`src/rtl/piso_tx.sv`:
```
// piso_tx: parallel-in serial-out transmitter.
//
// A WIDTH-bit word is taken in through a valid/ready load handshake and then
// sent out one bit per clock on `out`. Each word gives WIDTH consecutive
// out_valid cycles, and `last` marks the final bit. A new word can be
// accepted on the same edge that retires the last bit of the current word,
// so words held back to back stream with no idle cycle in between.
//
// Handshake (load side): a word transfers on a rising edge of Clk where
// load_valid && load_ready are both high. load_ready is combinational from
// registered state and rst only, never from load_valid. A producer that
// raises load_valid must hold load_valid and din steady until that edge.
// load_valid seen while load_ready is low is ignored, and din is not sampled.
//
// Bit order: MSB_FIRST=0 sends din[0] first. With that order, a downstream
// chain that shifts toward bit 0 holds the original word once WIDTH bits
// have been clocked in. MSB_FIRST=1 sends din[WIDTH-1] first.
//
// FSM: two states. IDLE means no payload on out. SHIFT means out carries a
// payload bit. out_valid is a direct decode of the state register.

module piso_tx #(
    parameter int WIDTH     = 4,
    parameter int MSB_FIRST = 0
) (
    input  logic             Clk,
    input  logic             rst,
    input  logic [WIDTH-1:0] din,
    input  logic             load_valid,
    output logic             load_ready,
    output logic             out,
    output logic             out_valid,
    output logic             last
);

    // Width of the bit counter. WIDTH is at least 2, so this is at least 1.
    localparam int CW = $clog2(WIDTH);

    // Counter value at which the next edge presents the final bit.
    localparam logic [CW-1:0] CNT_LAST = CW'(WIDTH - 2);

    // FSM state encoding.
    localparam logic [0:0] ST_IDLE  = 1'b0;
    localparam logic [0:0] ST_SHIFT = 1'b1;

    // Registered state and its next-state values.
    logic [0:0]       state_q, state_d;
    logic [WIDTH-1:0] sh_q,    sh_d;
    logic [CW-1:0]    cnt_q,   cnt_d;
    logic             out_q,   out_d;
    logic             last_q,  last_d;

    // Helper nets for the shift path.
    logic             accept;
    logic             first_bit;
    logic             next_bit;
    logic [WIDTH-1:0] sh_adv;

    // out_valid is the state itself, so it is registered with no extra logic.
    assign out_valid = (state_q == ST_SHIFT);
    assign out       = out_q;
    assign last      = last_q;

    // The block can take a new word when idle, or when the bit on out now is
    // the last one of the current word. rst forces it low.
    assign load_ready = !rst && (!out_valid || last_q);

    // A word transfers on any edge where both sides agree.
    assign accept = load_valid && load_ready;

    // Select the bit-order dependent values: the first bit of a fresh word,
    // the bit that follows the current one, and the shift register after
    // moving one position toward the output end.
    always_comb begin
        if (MSB_FIRST != 0) begin
            first_bit = din[WIDTH-1];
            next_bit  = sh_q[WIDTH-2];
            sh_adv    = {sh_q[WIDTH-2:0], 1'b0};
        end else begin
            first_bit = din[0];
            next_bit  = sh_q[1];
            sh_adv    = {1'b0, sh_q[WIDTH-1:1]};
        end
    end

    // Next-state logic: load on accept, otherwise advance one bit or retire.
    always_comb begin
        state_d = state_q;
        sh_d    = sh_q;
        cnt_d   = cnt_q;
        out_d   = out_q;
        last_d  = last_q;

        if (accept) begin
            // Fresh word. This covers an accept from IDLE and an accept on the
            // final bit of the previous word, which keeps streams gap-free.
            state_d = ST_SHIFT;
            sh_d    = din;
            cnt_d   = '0;
            out_d   = first_bit;
            last_d  = 1'b0;
        end else if (state_q == ST_SHIFT) begin
            if (last_q) begin
                // Final bit has been shown and nothing follows: go quiet.
                state_d = ST_IDLE;
                out_d   = 1'b0;
                last_d  = 1'b0;
            end else begin
                // Present the next bit. cnt counts bits already shown, minus
                // one, so when it reaches WIDTH-2 the next bit is the last one.
                sh_d   = sh_adv;
                cnt_d  = cnt_q + CW'(1);
                out_d  = next_bit;
                last_d = (cnt_q == CNT_LAST);
            end
        end
    end

    // State registers. An asynchronous reset discards any word in flight.
    always_ff @(posedge Clk or posedge rst) begin
        if (rst) begin
            state_q <= ST_IDLE;
            sh_q    <= '0;
            cnt_q   <= '0;
            out_q   <= 1'b0;
            last_q  <= 1'b0;
        end else begin
            state_q <= state_d;
            sh_q    <= sh_d;
            cnt_q   <= cnt_d;
            out_q   <= out_d;
            last_q  <= last_d;
        end
    end

endmodule

```
`config.mk`:
```
export PLATFORM = sky130hd
export DESIGN_NAME = piso_tx
export DESIGN_NICKNAME = d
export VERILOG_FILES = /design/src/rtl/piso_tx.sv
export SDC_FILE = /design/constraint.sdc
export NUM_CORES = 1
export LEC_CHECK = 0
export CORE_AREA = 3 3 40 42
export DETAILED_ROUTE_END_ITERATION = 12
export DIE_AREA = 0 0 43 45
export PLACE_DENSITY_LB_ADDON = 0.12
export SYNTH_ARGS = -nofsm -noshare
export SYNTH_HDL_FRONTEND = slang
export SYNTH_SLANG_ARGS = --single-unit
```
`constraint.sdc`:
```
create_clock -name Clk -period 1.1 [get_ports Clk]
set_clock_uncertainty 0.15 [all_clocks]
set_input_delay 0.22 -clock Clk [delete_from_list [all_inputs] [get_ports Clk]]
set_output_delay 0.22 -clock Clk [all_outputs]
set_load 0.03 [all_outputs]
```
==> run summary <==
The number of pins with negative max-slew slack in the final report came to 0. The final clock period utilization by the worst path came out at 126.8%. STA puts the critical path data arrival time at 1.03 ns.

The clock latency at the later pin of the worst-skew pair is 0.26 ns. The kind of cell with the highest combined delay along the critical path is flip-flops. The number of clock sinks came out at 8. In the final layout, the share of cells above drive strength 1 is 47.69%.

The final hold violation count is 0. The post-DP HPWL is 625.8 µm. The via density per instance came out at 4.775. The count of inserted antenna diode cells came out at 0. The post-synthesis cell area came out at 365.4 µm².

Leaving out filler cells and counting taps, the final layout contains 80. The post-place setup slack came out at -0.4156 ns. In the routed design, unresolved DRC markers number 0. The biggest fanout along the worst timing path is 3. sky130_fd_sc_hd__dfrtp_1 takes more of the synthesized area than any other cell.

The final antenna-violating net count came out at 0. The total number of vias is 382. The clock period minus final worst setup slack came out at 1.395 ns. The detailed-route wire length per cell came out at 11.78 µm. Across the run, the number of max-cap violations was 0.

The routed design uses 71 µm of met3 wire. The post-layout instance area came out at 699.4 µm². The required time at the endpoint of the critical path came out at 0.73 ns.

The power density of the placed cells came out at 2636 nW/µm². The die width is 43 µm. The run finished, with violations left.

The number of placed I/O pins is 11. The tree is rooted in a sky130_fd_sc_hd__clkbuf_4. The synthesized netlist net count is 46. The clock tree from TritonCTS is built.

The clock edge transition at the registers on the reported setup and hold paths came out at 0.06 ns. STA classifies the critical path endpoint as a primary output. The count of standard-cell rows is 13. Together, buffers and inverters on the worst path number 1. Yosys mapped the design onto 17 distinct sky130hd cell types. The core area came out at 1285 µm². Setup repair after global routing could not meet its margin everywhere. The height of the die is 45 µm.

The total of flip-flops plus latches after synthesis is 8. For this design the static power due to leakage is 0.3257 nW. The highest routed metal layer is met4. The final layout contains routed wiring with a total length of 942 µm. The die area is 1935 µm². For this block, the initial DRC count from the detailed router was 9. The maximum number of pins on one net before global-route repair is 7. The number of antenna violations at the first check in global routing is 0. In the final timing run, aggregate negative setup slack is -1.794 ns. The Yosys warning count came out at 0. The maximum count of clock buffers along a single path is 2. Setup violations remaining at the end of the flow were counted as 12. The initial utilization of the core area, before any placement, comes to 28.43%. The average instance in the mapped netlist occupies 9.614 µm². The TritonCTS buffer count came out at 3. The count of placed standard cells including taps came out at 67. The worst setup slack after layout is -0.2952 ns. Summing all placed instances gives a cell area of 524.3 µm². The path class of the tightest hold or removal check is flip-flop to flip-flop. The maximum clock frequency is 716.8 MHz.

The number of instances in the synthesized netlist is 38. The actual slew at the worst max-slew pin is 0.2728 ns. The sequential cell area fraction in the yosys report came out at 54.79%. The cell at the slowest stage of the critical path is sky130_fd_sc_hd__dfrtp_2.

The synthesized design devotes to its leading area cell type 54.79% of total area. The number of global-route vias before repair came out at 354. The wire length of the first global-routing pass is 1.428 mm. Detailed routing placed a total of 483 µm of wire on met2. CTS built an H-tree with a depth of 1. The highest cell delay on the worst timing path came out at 0.43 ns. By area the synthesized netlist is led by sky130_fd_sc_hd__dfrtp_1, sky130_fd_sc_hd__nand2_1, sky130_fd_sc_hd__nor2_1, sky130_fd_sc_hd__a31oi_1, sky130_fd_sc_hd__ha_1. The register-to-register setup slack is -0.21 ns. The area growth from synthesis to layout is 91.44%. The signal on the critical path passes through nor2b_4 > nor2_4 > buf_6.

The checks that failed: setup timing. The count of input and output buffers is 10. The worst pin sits at a relative slew slack of 81.81%. Global routing consumed, over all layers together, 10.34% of the routing resources. For this run, the post-layout net count is 74. The worst setup path is launched from a flip-flop. The congestion estimate from routability-driven global placement came to 0.7001. The worst-case vdd ir drop is 1.155 mV. The critical path is of the flip-flop to primary output type.

The pre-antenna-repair detailed-routing pass consisted of 4 iterations. The total congestion overflow after global routing is 0. The wire length on met1 is 377 µm.
## sequential cells by signal, indices dropped and copies added, names as in the netlist
signal     flops
cnt_q          2
last           1
sh_q           3
out            1
out_valid      1
## stage by stage
step	hold slack [ns]	util, %	power, mW
after floorplan	-0.1145	-	0.9447
after global placement	0.3390	40.80	1.139
after detailed placement	0.3350	40.80	1.144
after CTS	0.3194	48.30	1.610
after global routing	0.3740	54.43	1.953
final	0.3202	54.43	1.844
## layout make-up
class,count,area (µm²)
inverter,2,7.507
tap,15,18.77
multi-input combinational,28,210.2
clock buffer,4,26.28
timing repair buffer,23,234.0
sequential,8,202.7
fill,116,585.6
## power by group
group,switching (mW),internal (mW)
clock network,0.101,0.139
registers,0.0861,0.429
logic,0.491,0.598
## what timing repair did
item | CTS | global route
endpoints found under the setup margin | 11 | 11
resized for setup | 12 | 10
gates cloned | 1 | 0
pin swaps | 4 | 3
setup buffers | 3 | 4
hold buffers | 1 | 0
hold endpoints to repair | 8 | 0
## cells in the mapped netlist
cell	count
sky130_fd_sc_hd__and2b_4	1
sky130_fd_sc_hd__a21oi_1	1
sky130_fd_sc_hd__inv_1	2
sky130_fd_sc_hd__mux2i_1	1
sky130_fd_sc_hd__a32oi_1	1
sky130_fd_sc_hd__nand3_1	2
sky130_fd_sc_hd__ha_1	1
sky130_fd_sc_hd__nand2b_1	2
sky130_fd_sc_hd__buf_2	1
sky130_fd_sc_hd__nand2_1	7
sky130_fd_sc_hd__nor2b_1	1
sky130_fd_sc_hd__o21ai_1	1
sky130_fd_sc_hd__o21ai_0	2
sky130_fd_sc_hd__a31oi_1	2
sky130_fd_sc_hd__dfrtp_1	8
sky130_fd_sc_hd__a22o_1	1
sky130_fd_sc_hd__nor2_1	4
## worst paths after layout
check	startpoint	endpoint	cells after the start
max	last	load_ready	3
min reg2reg	cnt_q[0]	cnt_q[0]	1
max reg2reg	out_valid	out	5
min in group asynchronous	rst	out_valid	4
min	cnt_q[0]	cnt_q[0]	1
max in group asynchronous	rst	cnt_q[0]	4
## cells in the final DEF, fill, tap and decap left out, types with 2 or more instances in the layout
cell and count:
sky130_fd_sc_hd__buf_6 9, sky130_fd_sc_hd__nand2_1 6, sky130_fd_sc_hd__dfrtp_1 6, sky130_fd_sc_hd__buf_4 6
sky130_fd_sc_hd__clkdlybuf4s50_1 4, sky130_fd_sc_hd__o21ai_1 3, sky130_fd_sc_hd__clkbuf_4 3, sky130_fd_sc_hd__nand2b_4 2
sky130_fd_sc_hd__a31oi_1 2, sky130_fd_sc_hd__nor2_4 2, sky130_fd_sc_hd__inv_1 2, sky130_fd_sc_hd__dlygate4sd2_1 2
sky130_fd_sc_hd__dfrtp_2 2
## layer usage
| layer | vias up | track usage [%] |
|---|---|---|
| met5 | - | 0 |
| met4 | 0 | 7.229 |
| met3 | 2 | 3.984 |
| met2 | 14 | 15.57 |
| met1 | 180 | 12.13 |
| li1 | 186 | - |
## logic make-up (layout without fill, tap and decap cells)
family / after synthesis / in the layout / synth area share, %
and+or+nand+nor: 17 / 18 / 21.92
AOI/OAI and AO/OA: 8 / 8 / 13.70
DFF: 8 / 8 / 54.79
buffers and inverters: 3 / 29 / 3.424
adders and majority gates: 1 / 1 / 3.424
muxes: 1 / 1 / 2.740
Power figures use the tool's default switching activity.
